===== src/rtl/clk_div_ctrl_if.sv =====
// Run/config/status bundle for the board clock divider controller.
interface clk_div_ctrl_if #(
  parameter int CNT_W = 20
);
  logic             run;
  logic             cfg_valid;
  logic [CNT_W-1:0] cfg_half;
  logic             cfg_ready;
  logic             clk_out;
  logic             tick;
  logic             busy;
  logic             cfg_err;

  modport master (
    output run, cfg_valid, cfg_half,
    input  cfg_ready, clk_out, tick, busy, cfg_err
  );

  modport slave (
    input  run, cfg_valid, cfg_half,
    output cfg_ready, clk_out, tick, busy, cfg_err
  );
endinterface


===== src/rtl/clk_div_ctrl.sv =====
// Run-time clock divider controller: produces a square wave of period
// 2*half_reg input clocks, with ratio changes and stops applied only on
// period boundaries so clk_out never produces a runt pulse.
//
// state | meaning
// IDLE  | clk_out held low, counter cleared; config loads half_reg directly
// RUN   | generating periods; config is held pending until the next boundary
// STOP  | run dropped; finish the current period, then go IDLE at the boundary
module clk_div_ctrl #(
  parameter int CNT_W        = 20,
  parameter int DEFAULT_HALF = 250000
) (
  input  logic           clk_50MHz,
  input  logic           reset,
  clk_div_ctrl_if.slave  bus
);

  typedef enum logic [1:0] {
    IDLE = 2'd0,
    RUN  = 2'd1,
    STOP = 2'd2
  } state_t;

  localparam logic [CNT_W-1:0] DEF_HALF = CNT_W'(DEFAULT_HALF);

  state_t           state_q, state_d;
  logic [CNT_W-1:0] cnt_q, cnt_d;
  logic [CNT_W-1:0] half_q, half_d;
  logic [CNT_W-1:0] pend_half_q, pend_half_d;
  logic             pend_q, pend_d;
  logic             clk_q, clk_d;
  logic             tick_q, tick_d;
  logic             err_q, err_d;

  logic             xfer;
  logic             legal;
  logic             last;
  logic             boundary;

  // A zero half-period is consumed but never stored.
  assign xfer     = bus.cfg_valid && !pend_q;
  assign legal    = xfer && (bus.cfg_half != '0);
  // half_q is never zero, so half_q-1 cannot wrap.
  assign last     = (cnt_q == (half_q - CNT_W'(1)));
  // Boundary: the cycle in which clk_out would rise.
  assign boundary = last && !clk_q;

  assign bus.cfg_ready = !pend_q;
  assign bus.clk_out   = clk_q;
  assign bus.tick      = tick_q;
  assign bus.busy      = (state_q != IDLE);
  assign bus.cfg_err   = err_q;

  // Next-state, counter, config and output decisions.
  always_comb begin
    state_d     = state_q;
    cnt_d       = cnt_q;
    half_d      = half_q;
    pend_d      = pend_q;
    pend_half_d = pend_half_q;
    clk_d       = clk_q;
    tick_d      = 1'b0;
    err_d       = xfer && (bus.cfg_half == '0);

    case (state_q)
      IDLE: begin
        cnt_d = '0;
        clk_d = 1'b0;
        // A value latched at the final STOP boundary lands here; otherwise
        // a fresh legal value loads straight in and governs the first period.
        if (pend_q) begin
          half_d = pend_half_q;
          pend_d = 1'b0;
        end else if (legal) begin
          half_d = bus.cfg_half;
        end
        if (bus.run) begin
          state_d = RUN;
          clk_d   = 1'b1;
          tick_d  = 1'b1;
        end
      end

      RUN, STOP: begin
        // Only possible while nothing is pending, so it never collides
        // with the boundary apply below.
        if (legal) begin
          pend_d      = 1'b1;
          pend_half_d = bus.cfg_half;
        end
        if (boundary && pend_q) begin
          half_d = pend_half_q;
          pend_d = 1'b0;
        end

        if (last) begin
          cnt_d = '0;
          clk_d = !clk_q;
        end else begin
          cnt_d = cnt_q + CNT_W'(1);
        end

        state_d = bus.run ? RUN : STOP;

        if (boundary) begin
          if ((state_q == STOP) && !bus.run) begin
            state_d = IDLE;
            clk_d   = 1'b0;
          end else begin
            tick_d = 1'b1;
          end
        end
      end

      default: begin
        state_d = IDLE;
        cnt_d   = '0;
        clk_d   = 1'b0;
      end
    endcase
  end

  // State and datapath registers with synchronous reset.
  always_ff @(posedge clk_50MHz) begin
    if (reset) begin
      state_q     <= IDLE;
      cnt_q       <= '0;
      half_q      <= DEF_HALF;
      pend_half_q <= '0;
      pend_q      <= 1'b0;
      clk_q       <= 1'b0;
      tick_q      <= 1'b0;
      err_q       <= 1'b0;
    end else begin
      state_q     <= state_d;
      cnt_q       <= cnt_d;
      half_q      <= half_d;
      pend_half_q <= pend_half_d;
      pend_q      <= pend_d;
      clk_q       <= clk_d;
      tick_q      <= tick_d;
      err_q       <= err_d;
    end
  end

endmodule


===== src/flat_wrapper.sv =====
// flat-port wrapper written by rule: the top's interface ports become plain ports
module clk_div_ctrl_flat 
#(
  parameter int CNT_W        = 20,
  parameter int DEFAULT_HALF = 250000
)
  (clk_50MHz, reset, bus_run, bus_cfg_valid, bus_cfg_half, bus_cfg_ready, bus_clk_out, bus_tick, bus_busy, bus_cfg_err);
  clk_div_ctrl_if #(.CNT_W(CNT_W)) bus_i ();
  input  logic clk_50MHz;
  input  logic reset;
  input wire logic [$bits(bus_i.run)-1:0] bus_run;
  input wire logic [$bits(bus_i.cfg_valid)-1:0] bus_cfg_valid;
  input wire logic [$bits(bus_i.cfg_half)-1:0] bus_cfg_half;
  output wire logic [$bits(bus_i.cfg_ready)-1:0] bus_cfg_ready;
  output wire logic [$bits(bus_i.clk_out)-1:0] bus_clk_out;
  output wire logic [$bits(bus_i.tick)-1:0] bus_tick;
  output wire logic [$bits(bus_i.busy)-1:0] bus_busy;
  output wire logic [$bits(bus_i.cfg_err)-1:0] bus_cfg_err;
  assign bus_i.run = bus_run;
  assign bus_i.cfg_valid = bus_cfg_valid;
  assign bus_i.cfg_half = bus_cfg_half;
  assign bus_cfg_ready = bus_i.cfg_ready;
  assign bus_clk_out = bus_i.clk_out;
  assign bus_tick = bus_i.tick;
  assign bus_busy = bus_i.busy;
  assign bus_cfg_err = bus_i.cfg_err;
  clk_div_ctrl #(.CNT_W(CNT_W), .DEFAULT_HALF(DEFAULT_HALF)) u_core (.clk_50MHz(clk_50MHz), .reset(reset), .bus(bus_i));
endmodule

===== config.mk =====
export PLATFORM = sky130hd
export DESIGN_NAME = clk_div_ctrl_flat
export DESIGN_NICKNAME = d
export VERILOG_FILES = /design/src/rtl/clk_div_ctrl_if.sv /design/src/rtl/clk_div_ctrl.sv /design/src/flat_wrapper.sv
export SDC_FILE = /design/constraint.sdc
export NUM_CORES = 1
export LEC_CHECK = 0
export CAP_MARGIN = 40
export CORE_UTILIZATION = 55
export CTS_BUF_LIST = sky130_fd_sc_hd__clkbuf_4
export DETAILED_ROUTE_END_ITERATION = 10
export PLACE_DENSITY = 0.76
export SLEW_MARGIN = 40
export SYNTH_ARGS = -nofsm -noshare
export SYNTH_HDL_FRONTEND = slang
export SYNTH_SLANG_ARGS = --single-unit
export TNS_END_PERCENT = 50

===== constraint.sdc =====
create_clock -name clk_50MHz -period 6.5 [get_ports clk_50MHz]
set_input_delay 0.975 -clock clk_50MHz [delete_from_list [all_inputs] [get_ports clk_50MHz]]
set_output_delay 0.975 -clock clk_50MHz [all_outputs]
set_load 0.05 [all_outputs]

==> flow_metrics.tcl, run 1 <==
set metrics [dict create \
    netlist_top_cells_area "dfxtp_1 (35%), mux2i_1 (7.9%), nor2_1 (6.2%)" \
    critical_path_class "flip-flop to flip-flop" \
    setup_viol 0 \
    rows 29 \
    yosys_warnings 0 \
    start_util_pct 58.3 \
    worstPathRequired_ns 6.84 \
    r2r_slack_ns 3.27 \
    netlist.area_leader.share_pct 34.7 \
    htree_levels 3 \
    cts_tree "built" \
    first_pass_iters 4 \
    drt_iter0_drc 177 \
    cp-endpoint "u_core.half_q[4]" \
    clk-insertion-delay-late_ns 0.42 \
    antenna_found_initial 0 \
    core_area_um2 6530 \
    dieArea_um2 7260 \
    yosys.cell_types.count 56 \
    first_global_vias 3024 \
    p_leak_nw 1.59 \
    grt_max_degree 55 \
    async_flop_share_pct 0 \
    slew-limit-headroom_pct 56.3 \
    synth_top_cell_by_area "dfxtp_1" \
    drv_cap 0 \
    hpwlAfterDp_um 5910 \
    cts_resized 0 \
    cp_slowest_cell "nor4b_2" \
    drc 0 \
    p_per_area_nw_per_um2 233 \
    ir_drop_mv 0.121 \
    drive_gt1_share_pct 9.87 \
    yosysSeqAreaShare_pct 34.7 \
    routed_via_density 5.94 \
    synth_ff_type "dfxtp_1" \
    holdPathStages 2 \
    cts_buffers 9 \
    path_max_fanout 20 \
    met1_length_um 3930 \
    worst_pin_slew_ns 0.653 \
    slew_violations 0 \
    rsz0062_at_grt "false" \
    drt_wl_total_um 8540 \
    synth_edf_count 0 \
    die_y_um 85.2 \
    cp-start-kind "flip-flop" \
    clk_pin_slew_worst_paths_ns 0.12 \
    tns_ns 0 \
    post-route-util_pct 64.7 \
    min_period_ns 3.23 \
    numPortBuffers 28 \
    hold_viol 0 \
    worst_setup_path_end_kind "flip-flop" \
    grtUsageTotal_pct 25.4 \
    ant_nets 0 \
    fmax_mhz 310 \
    slowest_delay_ns 0.48 \
    post_cts_buffers 0 \
    diodes 0 \
    r2r-start "u_core.half_q[0]" \
    gr-total-overflow 0 \
    dr_total_vias 3164 \
    hold_buffers 0 \
    path_cells "inv_1 -> ha_1 -> nor4b_2 -> nand4_1 -> a2bb2oi_1 -> and4_1 -> and4_4 -> a31o_4 -> and2_4 -> mux2i_1" \
    arrival_ns 3.57 \
    cts-root-buf "clkbuf_4" \
    dr_wl_met3_um 467 \
    post-route-period-util_pct 49.7 \
    ios 29 \
    route.met2.wl_um 4070 \
    syn_avg_cell_area_um2 8.66 \
    syn-cell-area_um2 3810 \
    nets 481 \
    gp_congestion 0.863 \
    r2r-end "u_core.half_q[4]" \
    startpoint "u_core.half_q[0]" \
    holdCritPathClass "flip-flop to flip-flop" \
    cts_buffer_depth 2 \
    top_layer "met4" \
    skew_ns 0.0145 \
    synth_nets 469 \
    clock-sinks 66 \
    reg2reg_depth 10 \
    status "complete, no violations" \
    ys_seq_elements 66 \
    die_width_um 85.2 \
    avgRoutedWirePerCell_um 16.0 \
    syn_to_final_growth_pct 10.9 \
    grt_pass1_wl_um 14500 \
    postSynthCellCount 440 \
]
## Yosys cell counts, types with 2 or more instances
cell and number:
mux2i_1 30, clkbuf_1 24, o22ai_1 2, nor2b_1 10, buf_6 4, nor3_1 11
nand3b_1 3, nand4b_1 2, nand2b_1 8, nand3_1 14, a311oi_2 13, o31a_1 2
o21ai_0 16, nor3b_1 3, a211oi_1 9, dfxtp_1 66, and4_1 3, and3_1 3
o31ai_1 2, xor2_1 20, nor2_1 63, nand4_1 9, xnor2_1 17, a21oi_1 17
inv_1 14, ha_1 5, nand2_1 29, nor4_1 9, buf_2 2, a31oi_1 2
o211ai_1 3
## per-stage QoR
step | hold slack [ns] | worst slack (ns) | area (um2) | std cells | total power [mW]
final | 0.503 | 3.27 | 4220 | 533 | 0.986
after global routing | 0.524 | 3.12 | 4220 | 533 | 1.04
after CTS | 0.512 | 3.31 | 4210 | 532 | 0.992
after detailed placement | 0.481 | 2.97 | 4050 | 517 | 0.676
after global placement | 0.467 | 2.87 | 4050 | 517 | 0.672
after floorplan | 0.455 | 3.91 | 3810 | 440 | 0.626
## layer usage
| metal | track usage [%] | vias up |
|---|---|---|
| li1 | - | 1593 |
| met1 | 33.0 | 1483 |
| met2 | 41.5 | 82 |
| met3 | 6.71 | 6 |
| met4 | 7.70 | 0 |
| met5 | 0 | - |
## area by class of cell
cell class              instances  area, um2
multi-input cells             330       2290
clock buffers                   9       67.6
inverters                      14       52.6
well taps                      77       96.3
clock inverters                 6       92.6
flip-flops and latches         66       1320
fillers                       555       2310
repair buffers                 31        302
## power breakdown
part           total, mW  leakage (nW)  switching (mW)  internal [mW]
Sequential         0.469         0.539          0.0399          0.429
Combinational      0.202         0.971           0.109         0.0939
Clock              0.314        0.0782           0.159          0.155
## layout by cell type (no fill, tap or decap), types with 5 or more instances in the layout
| cell type | netlist | final |
|---|---|---|
| a311oi_2 | 13 | 13 |
| nand4_1 | 9 | 9 |
| nor2_1 | 63 | 63 |
| ha_1 | 5 | 5 |
| clkdlybuf4s50_1 | 0 | 27 |
| nand2_1 | 29 | 28 |
| clkbuf_4 | 0 | 9 |
| dfxtp_1 | 66 | 66 |
| a21oi_1 | 17 | 17 |
| nor3_1 | 11 | 11 |
| mux2i_1 | 30 | 30 |
| xnor2_1 | 17 | 17 |
| nand2b_1 | 8 | 8 |
| nand3_1 | 14 | 14 |
| inv_1 | 14 | 14 |
| o21ai_0 | 16 | 16 |
| nor4_1 | 9 | 9 |
| a211oi_1 | 9 | 9 |
| xor2_1 | 20 | 20 |
| nor2b_1 | 10 | 10 |
## worst min path at each step
stage,startpoint,endpoint,slack (ns)
finish,u_core.pend_half_q[17],u_core.pend_half_q[17],0.50
global route,u_core.pend_half_q[17],u_core.pend_half_q[17],0.52
CTS,u_core.pend_half_q[17],u_core.pend_half_q[17],0.51
detailed placement,u_core.pend_half_q[18],u_core.pend_half_q[18],0.48
global placement,u_core.pend_half_q[12],u_core.pend_half_q[12],0.47
floorplan,u_core.pend_half_q[12],u_core.pend_half_q[12],0.46
## critical path: cells and delay by family, from the launching register on
kind | cells | cell delay, ns
AND/OR/NAND/NOR | 5 | 1.63
flip-flops | 1 | 0.42
buffers and inverters | 1 | 0.09
AO/OA/AOI/OAI | 2 | 0.47
adder cells (fa/ha/maj) | 1 | 0.29
multiplexers | 1 | 0.24
## cell families after synthesis
kind of cell	count (synthesis)	synth area share, %
mux	31	8.18
flops	66	34.7
compound gates	79	16.9
fa+ha+maj	5	1.64
simple gates	177	24.3
buf+inv	44	5.19
xor+xnor	38	9.10
## registers in the layout (all words and copies together) (netlist names)
signal and cells:
u_core.state_q 2, u_core.pend_q 1, u_core.bus.clk_out 1, u_core.pend_half_q 20
u_core.half_q 20, u_core.bus.tick 1, u_core.cnt_q 20, u_core.bus.cfg_err 1
Power figures use the tool's default switching activity.
==> inputs of run 2 (changes only) <==
- clock period: 6.5 -> 3.4 ns (I/O delays scaled with it)
==> flow_metrics.tcl, run 2 (same netlist as run 1, synthesis figures left out) <==
set metrics [dict create \
    drt_iter0_drc 152 \
    first_global_vias 3094 \
    hold_viol 0 \
    p_leak_nw 1.61 \
    grt_max_degree 39 \
    path_max_fanout 20 \
    numPortBuffers 28 \
    final_cell_mix "dfxtp_1 (66), nor2_1 (63), mux2i_1 (30)" \
    tns_ns 0 \
    slew-limit-headroom_pct 49.3 \
    dr_total_vias 3225 \
    drc 0 \
    skew_ns 0.0179 \
    arrival_ns 3.36 \
    cts_tree "built" \
    worst_setup_path_end_kind "flip-flop" \
    die_y_um 85.2 \
    drt_wl_total_um 8670 \
    gp_congestion 0.891 \
    cts_resized 0 \
    timing.critical_path.buf_inv 1 \
    dieArea_um2 7260 \
    grt_pass1_wl_um 14800 \
    ant_nets 0 \
    hpwlAfterDp_um 6320 \
    slew_violations 0 \
    ios 29 \
    slowest_delay_ns 0.51 \
    cp_slowest_cell "or4b_4" \
    dp_slack_ns 0.411 \
    setup_viol 0 \
    layout_commonest_cell "dfxtp_1" \
    largestRegisters "u_core.cnt_q (20), u_core.half_q (20), u_core.pend_half_q (20)" \
    min_period_ns 3.01 \
    final_cell_count_no_fill 538 \
    cp-start-kind "flip-flop" \
    worst_pin_slew_ns 0.758 \
    first_pass_iters 5 \
    diodes 0 \
    hold-worst-slack_ns 0.499 \
    core_area_um2 6530 \
    clock-sinks 66 \
    antenna_found_initial 0 \
    gr-total-overflow 0 \
    avgRoutedWirePerCell_um 16.1 \
    grtUsageTotal_pct 25.9 \
    htree_levels 3 \
    status "complete, no violations" \
    cts_buffer_depth 2 \
    die_width_um 85.2 \
    clk-insertion-delay-late_ns 0.43 \
    nets 485 \
    cts_buffers 9 \
    fmax_mhz 332 \
    start_util_pct 58.3 \
    critical_path_class "flip-flop to flip-flop" \
    post_cts_buffers 0 \
    drive_gt1_share_pct 10.4 \
    path_cells "inv_1 -> ha_1 -> or4b_4 -> o32ai_2 -> o31a_1 -> and4_1 -> and4_4 -> a31o_4 -> and2_4 -> mux2i_1" \
    routed_via_density 5.99 \
    critPathTopFamily "simple AND/OR/NAND/NOR gates" \
    rows 29 \
    rsz0062_at_grt "false" \
    post-route-period-util_pct 88.6 \
    ir_drop_mv 0.347 \
    drv_cap 0 \
    syn_to_final_growth_pct 11.6 \
    dpl.cell_count 522 \
    hold_buffers 0 \
    cts-root-buf "clkbuf_4" \
    fin_ws_ns 0.389 \
    worstPathRequired_ns 3.75 \
    p_per_area_nw_per_um2 443 \
    clk_pin_slew_worst_paths_ns 0.11 \
    holdCritPathClass "flip-flop to flip-flop" \
]
## run 2: final timing paths
| path | cells after the start | startpoint | end | slack (ns) |
|---|---|---|---|---|
| hold / removal | 2 | u_core.pend_half_q[4] | u_core.pend_half_q[4] | 0.50 |
| hold reg to reg | 2 | u_core.pend_half_q[4] | u_core.pend_half_q[4] | 0.50 |
| setup reg to reg | 10 | u_core.half_q[0] | u_core.half_q[7] | 0.39 |
| setup / recovery | 10 | u_core.half_q[0] | u_core.half_q[7] | 0.39 |
## run 2: routing by layer
| metal | share of wire (%) | global-route usage (%) | wire (um) |
|---|---|---|---|
| met1 | 47 | 32.5 | 4040 |
| met2 | 47 | 42.7 | 4060 |
| met3 | 4.8 | 8.17 | 420 |
| met4 | 1.8 | 7.70 | 155 |
| met5 | 0 | 0 | 0 |
## run 2: metrics by stage
stage	total power, mW	area [um2]	utilization (%)
global route	1.98	4250	65.1
global placement	1.29	4090	62.6
finish	1.88	4250	65.1
CTS	1.89	4250	65.1
detailed placement	1.30	4090	62.6
floorplan	1.20	3810	-
## run 2: power breakdown
group / internal [mW] / switching [mW] / leakage, nW / total (mW)
Sequential: 0.820 / 0.0780 / 0.539 / 0.898
Combinational: 0.184 / 0.211 / 0.987 / 0.395
Clock: 0.297 / 0.293 / 0.0835 / 0.590
Total: 1.30 / 0.582 / 1.61 / 1.88
## run 2: cell type report
| class | count | area (um2) |
|---|---|---|
| Clock buffer | 9 | 67.6 |
| Clock inverter | 7 | 93.8 |
| Fill cell | 531 | 2280 |
| Inverter | 14 | 52.6 |
| Multi-Input combinational cell | 330 | 2290 |
| Sequential cell | 66 | 1320 |
| Tap cell | 77 | 96.3 |
| Timing Repair Buffer | 35 | 328 |
## run 2: tightest hold or removal path, stage by stage (launching register included)
cell and delay (ns):
dfxtp_1 0.34, mux2i_1 0.06, nor2_1 0.07
==> inputs of run 3 (changes only) <==
- SETUP_SLACK_MARGIN: not set -> 0.02
==> results of run 3 <==
Final layout, timing and power as in run 2 (identical DEF).
